[config.mk]
export PLATFORM = sky130hd
export DESIGN_NAME = fft_frame_tx_flat
export DESIGN_NICKNAME = d
export VERILOG_FILES = /design/src/rtl/fft_frame_tx_pkg.sv /design/src/rtl/fft_frame_tx_if.sv /design/src/rtl/fft_frame_tx.sv /design/src/flat_wrapper.sv
export SDC_FILE = /design/constraint.sdc
export NUM_CORES = 1
export LEC_CHECK = 0
export BUFFER_PORTS_ARGS = -buffer_cell sky130_fd_sc_hd__buf_2
export CAP_MARGIN = 20
export CORE_MARGIN = 2
export CORE_UTILIZATION = 40
export CTS_BUF_LIST = sky130_fd_sc_hd__clkbuf_4
export CTS_CLUSTER_SIZE = 8
export DETAILED_ROUTE_END_ITERATION = 10
export PLACE_DENSITY = 0.55
export SLEW_MARGIN = 20
export SYNTH_ARGS = -nofsm -noshare
export SYNTH_HDL_FRONTEND = slang
export SYNTH_SLANG_ARGS = --single-unit
[constraint.sdc]
create_clock -name clk -period 3.2 [get_ports clk]
set_input_delay 0.16 -clock clk [delete_from_list [all_inputs] [get_ports clk]]
set_output_delay 0.16 -clock clk [all_outputs]
set_load 0.05 [all_outputs]
[src/rtl/fft_frame_tx_pkg.sv]
// Shared types and constants for the FFT sample framer.
// The CSUM state exists only when FFT_FRAME_TX_CHECKSUM_EN is defined.
package fft_tx_pkg;

   localparam int         SAMPLE_W         = 16;
   localparam logic [7:0] HDR_BYTE_DEFAULT = 8'hA5;

   typedef enum logic [2:0] {
      ST_FILL,
      ST_HDR,
      ST_DATA_HI,
      ST_DATA_LO
`ifdef FFT_FRAME_TX_CHECKSUM_EN
      , ST_CSUM
`endif
   } state_e;

endpackage

[src/rtl/fft_frame_tx_if.sv]
// Sample-in / byte-out stream bundle; master is the framer side, slave the environment side.
interface fft_frame_tx_if;
   import fft_tx_pkg::*;

   logic [SAMPLE_W-1:0] s_data;
   logic                s_valid;
   logic                s_ready;
   logic [7:0]          m_data;
   logic                m_valid;
   logic                m_ready;
   logic                m_last;

   modport master (
      input  s_data, s_valid, m_ready,
      output s_ready, m_data, m_valid, m_last
   );

   modport slave (
      output s_data, s_valid, m_ready,
      input  s_ready, m_data, m_valid, m_last
   );

endinterface

[src/rtl/fft_frame_tx.sv]
// Collects FRAME_SAMPLES 16-bit samples, then streams header + MSB/LSB bytes to the FFT core.
// Define FFT_FRAME_TX_CHECKSUM_EN to append an XOR checksum byte to every frame.
module fft_frame_tx
   import fft_tx_pkg::*;
#(
   parameter int         FRAME_SAMPLES = 8,
   parameter logic [7:0] HDR_BYTE      = HDR_BYTE_DEFAULT
) (
   input  logic                  clk,
   input  logic                  rst,
   fft_frame_tx_if.master        bus,
   output logic [7:0]            frames_sent
);

   localparam int               IDX_W    = $clog2(FRAME_SAMPLES);
   localparam logic [IDX_W-1:0] LAST_IDX = IDX_W'(FRAME_SAMPLES - 1);

   state_e              state_q, state_d;
   logic [IDX_W-1:0]    idx_q;
   logic [SAMPLE_W-1:0] sample_buf [FRAME_SAMPLES];
   logic                accept;
   logic                byte_hs;
   logic                last_idx;
   logic                idx_adv;
`ifdef FFT_FRAME_TX_CHECKSUM_EN
   logic [7:0]          csum_q;
`endif

   assign accept   = bus.s_valid && bus.s_ready;
   assign byte_hs  = bus.m_valid && bus.m_ready;
   assign last_idx = (idx_q == LAST_IDX);
   // One index serves both the fill write pointer and the transmit read pointer.
   assign idx_adv  = accept || (state_q == ST_DATA_LO && bus.m_ready);

   always_ff @(posedge clk) begin
      if (rst) state_q <= ST_FILL;
      else     state_q <= state_d;
   end

   always_comb begin
      // NOTE: every output gets a default first so no path leaves a latch behind.
      state_d     = state_q;
      bus.s_ready = 1'b0;
      bus.m_valid = 1'b0;
      bus.m_data  = '0;
      bus.m_last  = 1'b0;
      case (state_q)
         ST_FILL: begin
            bus.s_ready = 1'b1;
            if (bus.s_valid && last_idx) state_d = ST_HDR;
         end
         ST_HDR: begin
            bus.m_valid = 1'b1;
            bus.m_data  = HDR_BYTE;
            if (bus.m_ready) state_d = ST_DATA_HI;
         end
         ST_DATA_HI: begin
            bus.m_valid = 1'b1;
            bus.m_data  = sample_buf[idx_q][SAMPLE_W-1:8];
            if (bus.m_ready) state_d = ST_DATA_LO;
         end
         ST_DATA_LO: begin
            bus.m_valid = 1'b1;
            bus.m_data  = sample_buf[idx_q][7:0];
`ifdef FFT_FRAME_TX_CHECKSUM_EN
            if (bus.m_ready) state_d = last_idx ? ST_CSUM : ST_DATA_HI;
`else
            bus.m_last  = last_idx;
            if (bus.m_ready) state_d = last_idx ? ST_FILL : ST_DATA_HI;
`endif
         end
`ifdef FFT_FRAME_TX_CHECKSUM_EN
         ST_CSUM: begin
            bus.m_valid = 1'b1;
            bus.m_data  = csum_q;
            bus.m_last  = 1'b1;
            if (bus.m_ready) state_d = ST_FILL;
         end
`endif
         default: state_d = ST_FILL;
      endcase
   end

   always_ff @(posedge clk) begin
      if (rst) begin
         idx_q       <= '0;
         frames_sent <= '0;
`ifdef FFT_FRAME_TX_CHECKSUM_EN
         csum_q      <= '0;
`endif
      end else begin
         if (idx_adv) idx_q <= last_idx ? '0 : idx_q + IDX_W'(1);
         if (byte_hs && bus.m_last) frames_sent <= frames_sent + 8'd1;
`ifdef FFT_FRAME_TX_CHECKSUM_EN
         // Folded in at accept time so the CSUM byte is ready right after the last LSB.
         if (accept)                     csum_q <= csum_q ^ bus.s_data[SAMPLE_W-1:8] ^ bus.s_data[7:0];
         else if (byte_hs && bus.m_last) csum_q <= '0;
`endif
      end
   end

   // NOTE: the sample storage is deliberately not reset; restarting the index discards a partial frame.
   always_ff @(posedge clk) begin
      if (accept) sample_buf[idx_q] <= bus.s_data;
   end

endmodule

[src/flat_wrapper.sv]
// flat-port wrapper written by rule: the top's interface ports become plain ports
module fft_frame_tx_flat import fft_tx_pkg::*;
#(
   parameter int         FRAME_SAMPLES = 8,
   parameter logic [7:0] HDR_BYTE      = HDR_BYTE_DEFAULT
)
  (clk, rst, frames_sent, bus_s_data, bus_s_valid, bus_m_ready, bus_s_ready, bus_m_data, bus_m_valid, bus_m_last);
  fft_frame_tx_if bus_i ();
  input  logic clk;
  input  logic rst;
  output logic [7:0] frames_sent;
  input wire logic [$bits(bus_i.s_data)-1:0] bus_s_data;
  input wire logic [$bits(bus_i.s_valid)-1:0] bus_s_valid;
  input wire logic [$bits(bus_i.m_ready)-1:0] bus_m_ready;
  output wire logic [$bits(bus_i.s_ready)-1:0] bus_s_ready;
  output wire logic [$bits(bus_i.m_data)-1:0] bus_m_data;
  output wire logic [$bits(bus_i.m_valid)-1:0] bus_m_valid;
  output wire logic [$bits(bus_i.m_last)-1:0] bus_m_last;
  assign bus_i.s_data = bus_s_data;
  assign bus_i.s_valid = bus_s_valid;
  assign bus_i.m_ready = bus_m_ready;
  assign bus_s_ready = bus_i.s_ready;
  assign bus_m_data = bus_i.m_data;
  assign bus_m_valid = bus_i.m_valid;
  assign bus_m_last = bus_i.m_last;
  fft_frame_tx #(.FRAME_SAMPLES(FRAME_SAMPLES), .HDR_BYTE(HDR_BYTE)) u_core (.clk(clk), .rst(rst), .bus(bus_i), .frames_sent(frames_sent));
endmodule
Word-level counts from Yosys, hierarchy flattened
Memory sizes are Yosys's and may differ from the RTL's. A register that Yosys moved wholly into a read port is not among the register bits.
Cells that the tools add are included.

word-level totals
  register bits = 14
  memory bits (writable) = 128
  bits of input ports = 20
  output and inout port bits = 19
  logic and storage cells = 38
  memories = 1

memory list
  name               depth  width  rd ports  clocked after Yosys merged registers in  wr ports  RTL line            source
  u_core.sample_buf  8      16     1         1                                        1         fft_frame_tx.sv:20  logic [SAMPLE_W-1:0] sample_buf [FRAME_SAMPLES];

cells by class
  $add $sub $neg = 2
  equality and inequality tests = 8
  mux-type cells = 15
  reduce and logical (&&, ||, !) cells = 9

operator list
  kind                                                   count
  case mux 8 bit (3 select lines)                        1
  2-to-1 mux 3 bit                                       7
  case mux 3 bit (4 select lines)                        1
  adder 8 x 1 -> 8 bit, second input constant            1
  equality test 3 x 2 -> 1 bit, second input constant    2
  inequality test 2 bit, second input constant           3
  logical AND 1 bit                                      5
  2-to-1 mux 1 bit                                       5
  AND reduction 4 bit                                    1
  adder 3 x 1 -> 3 bit, second input constant            1
  equality test 3 x 1 -> 1 bit, second input constant    1
  equality test 3 bit, second input constant             1
  logical NOT 3 bit                                      1
  OR reduction 3 bit                                     1
  2-to-1 mux 2 bit                                       1
  inequality test 2 x 1 -> 1 bit, second input constant  1
  logical OR 1 bit                                       1

Depth between registers and ports, before layout
  depth after elaboration = 6
  gate-level depth with buffers = 7

Worst setup path after synthesis
OpenSTA, ideal clock, no wires.

  path type = reg2reg
  start = register u_core.state_q[0]
  end = memory u_core.sample_buf[1][0] (enable)
  setup time = 0.409 ns
  data arrival time = 2.683 ns
  data required time = 2.791 ns
  setup slack = 0.108 ns
  cell stages (with the launch flop) = 5
  path buffers = 1
  period minus slack after synthesis = 3.092 ns
  path through = dfxtp_1 -> clkbuf_1 -> nor2_1 -> nand3_1 -> nor3_1

on the way
  cells in the longest elaborated chain, start to end = 5

RTL lines
  item                                    RTL line             source
  start: declaration                      fft_frame_tx.sv:18   state_e state_q, state_d;
  start signal: assignment                fft_frame_tx.sv:37   else state_q <= state_d;
  logical NOT 3 bit                       fft_frame_tx.sv:47   case (state_q)
  2-to-1 mux 1 bit                        fft_frame_tx.sv:47
  net bus_s_ready                         flat_wrapper.sv:15   output wire logic [$bits(bus_i.s_ready)-1:0] bus_s_ready;
  logical AND 1 bit                       fft_frame_tx.sv:29   assign accept = bus.s_valid && bus.s_ready;
  2-to-1 mux 1 bit                        fft_frame_tx.sv:104  if (accept) sample_buf[idx_q] <= bus.s_data;
  2-to-1 mux 1 bit (implied by the code)  fft_frame_tx.sv:104
  end: declaration                        fft_frame_tx.sv:20

The timed path passes the listed nets, and every way through them passes these cells.

==> flow_summary.yaml <==
layout:
  layout_commonest_cell: "edfxtp_1"
  synthToLayoutAreaGrowth_pct: 16.4
  final_cell_mix: "128 x edfxtp_1, 38 x buf_2, 25 x mux4_1"
  layout.nets: 391
  fillers: 1196
  final_layout_size_suffix_gt1_share_pct: 24.1
  final_util_pct: 47.9
  fin_cells: 562
sta:
  whs_ps: 200
  max_freq_mhz: 362
  setup_tns_ps: 0
  worst_slew_pin_slew_ps: 635
  setup_viol: 0
  rsz0062_at_grt: "no"
  period_share_pct: 86.4
  min_period_ps: 2760
  finalMaxSlewViolations: 0
  hold_viol: 0
  max_slew_margin_pct: 57.6
  fin_worst_skew_ps: 15.6
power_and_ir_drop:
  pwr-share-seq_pct: 58.9
  p_int_uw: 2830
  pwr-share-clk_pct: 34.9
  p_switching_uw: 739
  powerDensity_nw_per_um2: 535
  leakagePower_uw: 0.00229
  swShare_pct: 20.7
  ir_drop_uv: 260
  comb_power_share_pct: 6.3
floorplanning:
  die_area_sq_um: 15300
  initial_core_util_pct: 41.1
  die_x_um: 124
  dieHeight_um: 124
  io_pins: 39
  fp-row-count: 43
  core_sq_um: 13900
critical_path:
  reg2reg_depth: 4
  endpoint_kind: "output port"
  arrival_ps: 2600
  critPathLaunchType: "flip-flop"
  r2r_end: "u_core.sample_buf[2][14]"
  r2r_slack_ps: 920
  crit_type: "reg2out"
  cp_data_required_time_ps: 3040
  critical_path_peak_fanout: 22
  r2r_start: "u_core.state_q[0]"
clocking:
  post_cts_buffers: 0
  insertion_delay_ps: 540
  ctsRootBufferMaster: "clkbuf_4"
  cts_resized: 0
  cts_tree: "built"
  clock_sinks: 144
  htree_levels: 4
  clockBufferDepth: 2
  cts_inserted_buffers: 17
  clk_pin_slew_ps: 120
route:
  drc: 0
  wl_per_cell_um: 19.8
  via_count: 2891
  wirelength_mm: 11.1
  drt_iter0_drc: 153
  antenna_left: 0
  firstDrtPassIters: 4
  viasPerCell: 5.14
logic_synthesis:
  ys_seq_area_share_pct: 72.6
  syn_nets: 315
  synth-seq-cells: 144
  synth_cell_types: 34
  avgSynthCellArea_sq_um: 19.6
  synthCells: 292
  ys_warn_count: 0
  netlist_area_sq_um: 5730
grt:
  antenna_found_initial: 1
  grt_use_total_pct: 15.9
  overflow: 0
  grt_pass1_vias: 2977
  grt_max_degree: 28
  grt_pass1_wl_mm: 16.9
worst_hold_path:
  hold_depth: 4
  hold_path.class: "in2reg"
  min_from: "bus_s_valid"
placed_design:
  dp_cells: 510
  dpl.hpwl_mm: 6.82
  gp_congestion: 0.723
  port_buffers: 38
job:
  max_cap_viol_count: 0
run_status:
  status: "complete, no violations"
-- repair_timing --
item / 4_1_cts / 5_1_grt
hold buffers: 19 / 0
endpoints found under the hold margin: 144 / 0
endpoints found under the setup margin: 0 / 0
-- cells in the mapped netlist, drive strengths merged --
cell	instances	share of area, %
nor2	18	1.2
ha	3	0.65
o22ai	4	0.44
nor3	5	0.44
mux4	30	13
buf	7	1.5
nand2	10	0.65
o21ai	1	0.087
nand2b	3	0.33
a41oi	1	0.15
and3	3	0.33
nand4	4	0.44
clkbuf	8	0.52
or3	1	0.11
a31oi	5	0.55
xnor2	3	0.46
inv	2	0.13
nor2b	2	0.22
dfxtp	16	5.6
edfxtp	128	67
xor2	3	0.46
nand3b	2	0.26
nand3	2	0.17
mux2i	18	3.1
a21oi	6	0.52
a221oi	1	0.15
mux2	2	0.39
and4	1	0.15
a21o	1	0.13
a2bb2oi	2	0.31
-- layer usage --
metal,wire length [um],global-route usage [%],vias to the layer above
li1,-,-,1363
met5,0,0,-
met2,5210,24.7,60
met3,395,4.40,15
met1,5320,21.1,1453
met4,172,6.68,0
-- cell type report --
class,instances,area (sq um),area share (%)
flip-flops and latches,144,4170,62.4
multi-input cells,131,1450,21.7
repair buffers,72,505,7.57
well taps,180,225,3.37
clock inverters,12,166,2.49
clock buffers,20,150,2.25
inverters,2,7.51,0.112
diodes,1,2.50,0.0375
-- through the flow --
stage               setup slack, ps  cell area (sq um)  total power, uW
finish                          436               6670             3570
global route                    275               6670             3720
CTS                             351               6670             3620
detailed placement              900               6160             2360
global placement                905               6160             2350
floorplan                       108               5730             2290
-- sequential cells by signal, summed over array words and instances, names as in the netlist, named ones only --
name and count:
u_core.sample_buf 128, u_core.idx_q 3, u_core.state_q 2, u_core.frames_sent 8
-- logic make-up (layout without fill, tap and decap cells) --
group,count (synthesis),in the layout,synth area share (%)
AND/OR/NAND/NOR,51,51,4.28
buffers and inverters,17,106,2.20
AO/OA/AOI/OAI,21,21,2.34
XOR/XNOR,6,6,0.917
multiplexers,50,50,17.0
adder cells (fa/ha/maj),3,3,0.655
flip-flops,144,144,72.6
other,0,1,0
-- critical path: stages (launching register included) --
cell     delay, ps
dfxtp_2        630
buf_12         270
mux4_1         580
mux2i_1        150
a31oi_1        150
buf_2          280
-- power by group through the flow --
stage | clock (uW) | combinational [uW] | sequential (uW)
6_report | 1250 | 224 | 2100
5_1_grt | 1370 | 245 | 2110
4_1_cts | 1290 | 229 | 2100
3_5_place_dp | 0 | 212 | 2150
3_3_place_gp | 0 | 207 | 2150
2_1_floorplan | 0 | 150 | 2140
-- how the worst max path moves through the flow --
stage / start / end / slack [ps] / depth (start not counted)
after floorplan: u_core.state_q[0] / u_core.sample_buf[1][0] / 110 / 4
after global placement: u_core.state_q[0] / u_core.sample_buf[2][14] / 900 / 4
after detailed placement: u_core.state_q[1] / u_core.sample_buf[2][14] / 900 / 4
after CTS: flip-flop / bus_m_data[7] / 350 / 5
after global routing: flip-flop / bus_m_data[7] / 270 / 5
final: flip-flop / bus_m_data[7] / 440 / 5
Power figures use the tool's default switching activity.
